$ cat config.mk
export PLATFORM = sky130hd
export DESIGN_NAME = sat_counter
export DESIGN_NICKNAME = d
export VERILOG_FILES = /design/src/rtl/sat_counter.sv
export SDC_FILE = /design/constraint.sdc
export NUM_CORES = 1
export LEC_CHECK = 0
export CAP_MARGIN = 20
export CELL_PAD_IN_SITES_DETAIL_PLACEMENT = 1
export CELL_PAD_IN_SITES_GLOBAL_PLACEMENT = 1
export CORE_AREA = 10 10 47 49
export CTS_CLUSTER_DIAMETER = 200
export DETAILED_ROUTE_END_ITERATION = 8
export DIE_AREA = 0 0 57 59
export PLACE_DENSITY_LB_ADDON = 0.05
export SKIP_LAST_GASP = 1
export SYNTH_ARGS = -nofsm -noshare
export SYNTH_HDL_FRONTEND = slang
export SYNTH_SLANG_ARGS = --single-unit
export TNS_END_PERCENT = 20
$ cat constraint.sdc
create_clock -name clk -period 3.1 [get_ports clk]
set_input_delay 0.93 -clock clk [delete_from_list [all_inputs] [get_ports clk]]
set_output_delay 0.93 -clock clk [all_outputs]
set_load 0.05 [all_outputs]
$ cat src/rtl/sat_counter.sv
// rtl/sat_counter.sv - enabled up-counter that sticks at all-ones
module sat_counter #(
    parameter int W = 8
) (
    input  logic         clk,
    input  logic         rst,
    input  logic         en,
    output logic [W-1:0] q
);

    logic [W-1:0] r_q;

    always_ff @(posedge clk) begin
        if (rst) begin
            r_q <= '0;
        end else if (en && (r_q != {W{1'b1}})) begin
            r_q <= r_q + 1'b1;
        end
    end

    assign q = r_q;

endmodule

==> parameters.txt <==
Parameter                              Value

Outcome
  Run status ... completed

Timing
  Minimum hold slack ... between 0.5 and 0.6 ns
  Count of pins over their slew limit ... 0
  Worst Max-Slew Pin Slew ... 0.5219 ns
  Setup Viol. Count Final ... 0
  Setup repair after global routing missed its margin ... no
  Worst clock skew ... ~0.0042 ns
  Highest attainable clock frequency ... around 400 MHz
  Tcrit/Tclk final ... 0.8097
  Final Hold Viols ... 0
  Summed negative setup slack over all endpoints ... 0 ns
  Shortest clock period the worst path allows after layout ... around 2.5 ns
  Relative slew slack ... 0.6510

Cells and area
  Sequential cell area ... 160.2 um^2
  Non-filler cells in the finished layout ... 74
  Total number of nets in the final design ... 64
  Area delta synth->final ... 30.52%
  Highest-count cells in the layout ignoring fill and taps ... 10 x sky130_fd_sc_hd__clkdlybuf4s50_1, 8 x sky130_fd_sc_hd__dfxtp_1, 5 x sky130_fd_sc_hd__a21oi_1, 5 x sky130_fd_sc_hd__nand2_1, 3 x sky130_fd_sc_hd__clkbuf_4
  Number of flip-flops under the largest register name ... 8
  Fraction of layout cells with a size suffix above 1 ... 0.1379
  Area of the multi-input gates ... about 260 um^2
  Most common library cell in the layout ignoring fill and taps ... sky130_fd_sc_hd__clkdlybuf4s50_1
  Number of inserted filler cells in the final layout ... approximately 170
  Antenna Diode Count ... 0

Global route
  Vias in the first global route ... 428
  Total global routing track utilization ... 0.07712
  Wire length of the first global-routing pass ... 2.049 mm
  Pin count of the biggest net entering global routing ... 9
  GRT Residual Overflow ... 0
  Number of antenna violations at the first check in global routing ... 0

Synthesis
  Average cell area after synthesis ... between 9 and 10 um^2
  Syn Std Cell Area ... between 400 and 500 um^2
  Count of distinct cell types in the synthesized netlist ... 25
  Ys Warns ... 0
  Number of nets produced by synthesis ... 50
  Cells after synthesis ... 46
  Sequential fraction of the synthesis area ... 0.3721
  Number of synthesized register bits ... 8

Placement
  GP Congestion ... around 0.76
  Placed wire-length estimate ... ~950 um
  # port buffers ... 10
  Placed Cells incl. Taps ... 71

Power
  Worst VDD drop ... about 0.22 mV
  Total power draw ... 218.8 uW
  Leakage power ... ~0.2 nW
  Power density over the cells ... roughly 390 nW/um^2

Die
  Vert. Die Dim ... between 50 and 60 um
  DIE AREA ... about 3400 um^2
  Die X ... about 57 um
  Rows ... 14
  Starting density of the core ... 0.3071
  Total core area ... 1401 um^2
  Number of top-level pins ... 11

Worst setup path
  Critical R2R Launch ... q[0]
  Slowest Stage Delay on Critical Path ... ~0.87 ns
  Buffering stage count on the worst path with inverters included ... 1
  Data required, critical path ... between 2 and 2.5 ns
  Cells along the critical path ... clkdlybuf4s50_1
  Arrival time of data at the critical path endpoint ... roughly 1.6 ns
  Cell family contributing the most delay on the critical path ... buffers and inverters
  Slowest stage cell, crit path ... sky130_fd_sc_hd__clkdlybuf4s50_1
  Path type of the worst setup path ... flop to primary output
  Max FO, Critical Path ... 8
  Launching element of the worst setup path ... q[2]
  Capturing element type of the critical path ... primary output
  Launching element type of the critical path ... flop

Route
  Remaining design rule violation count ... 0
  Total Wirelength ... 1.173 mm
  Detailed Route Iter0 Violations ... 0
  WL/cell ... 15.85 um
  Ratio of routed vias to standard cells ... about 5.4
  First-pass iteration count of the detailed router ... 1
  Residual antenna-violating net count after detailed routing ... 0
  DR vias ... approximately 400

Clock tree
  Hold_buf cts ... 0
  Library cell used as clock root buffer ... sky130_fd_sc_hd__clkbuf_4
  Number of post-CTS setup repair buffers ... 0
  Maximum buffer depth of the clock tree ... 2
  Number of instances resized during post-cts repair ... 0
  Clock Pin Slew Worst Setup and Hold Paths ... 0.06 ns
  Sink count of the clock tree ... 8
  Total clock buffers created by CTS ... 3
  Total number of H-tree levels ... 1
  Clock tree from TritonCTS ... built
  Insertion delay to the later sink of the worst-skew pair ... 0.25 ns

Flow run
  Number of max-capacitance violations reported ... 0

Worst hold path
  Startpoint of the tightest hold check path ... q[1]
  Tightest Hold Check Type ... flop to flop
==> where the power goes <==
group	leakage, nW	switching [mW]	internal [mW]
logic	0.122	0.0174	0.0122
registers	0.0648	0.00387	0.106
clock network	0.0138	0.0354	0.0443
total	0.200	0.0568	0.162
==> cell families after synthesis <==
kind of cell / Yosys count / synth area share
buffers and inverters: 2 / 0.03487
adder cells (fa/ha/maj): 1 / 0.02907
multiplexers: 2 / 0.05813
flip-flops: 8 / 0.3721
AO/OA/AOI/OAI: 15 / 0.2587
AND/OR/NAND/NOR: 18 / 0.2471
==> tightest hold or removal path, delay by kind of cell, from the launching register on <==
| kind | cells | cell delay [ns] |
|---|---|---|
| flops | 1 | 0.34 |
| mux | 1 | 0.06 |
| simple gates | 1 | 0.07 |
==> final timing paths <==
| check | to | slack [ns] | cells after the start |
|---|---|---|---|
| worst max-delay path | q[2] | 0.59 | 1 |
| worst min-delay path | q[1] | 0.52 | 2 |
| worst max register to register | q[0] | 1.63 | 4 |
| worst min register to register | q[1] | 0.52 | 2 |
==> synthesized netlist by cell type, drive strengths merged <==
library cell | count | share of area
mux2i | 1 | 0.023
ha | 1 | 0.029
a211oi | 2 | 0.035
a31oi | 1 | 0.015
buf | 1 | 0.026
a311oi | 1 | 0.020
nand3 | 2 | 0.023
dfxtp | 8 | 0.37
inv | 1 | 0.0087
and3 | 1 | 0.026
nand2 | 5 | 0.044
a21boi | 2 | 0.061
and2b | 1 | 0.020
nor3 | 2 | 0.023
o21ai | 1 | 0.012
and4 | 2 | 0.041
o311a | 1 | 0.023
o21bai | 2 | 0.035
a21oi | 5 | 0.058
nand4 | 2 | 0.029
mux2 | 1 | 0.035
nand2b | 1 | 0.015
nor2 | 1 | 0.0087
or3 | 1 | 0.017
==> through the flow <==
| stage | cell area (um^2) | util | setup WS (ns) |
|---|---|---|---|
| 2_1_floorplan | 430.4 | - | 1.443 |
| 5_1_grt | 561.8 | 0.4009 | 0.5289 |
| 6_report | 561.8 | 0.4009 | 0.5898 |
| 3_3_place_gp | 539.3 | 0.3848 | 0.8836 |
| 3_5_place_dp | 539.3 | 0.3848 | 0.8587 |
| 4_1_cts | 561.8 | 0.4009 | 0.5767 |
==> cell type report <==
type | instances | area share
Clock buffer | 3 | 0.04009
Inverter | 1 | 0.006682
Multi-Input combinational cell | 36 | 0.4543
Sequential cell | 8 | 0.2851
Tap cell | 16 | 0.03563
Timing Repair Buffer | 10 | 0.1782
==> metal layers <==
| layer | track usage | wire length (um) | vias up |
|---|---|---|---|
| li1 | - | - | 202 |
| met1 | 0.08134 | 493 | 186 |
| met2 | 0.1163 | 550 | 9 |
| met3 | 0.04292 | 121 | 2 |
| met4 | 0.05034 | 8 | 0 |
| met5 | 0 | 0 | - |
Note: power is estimated with default switching activity, not from simulation.
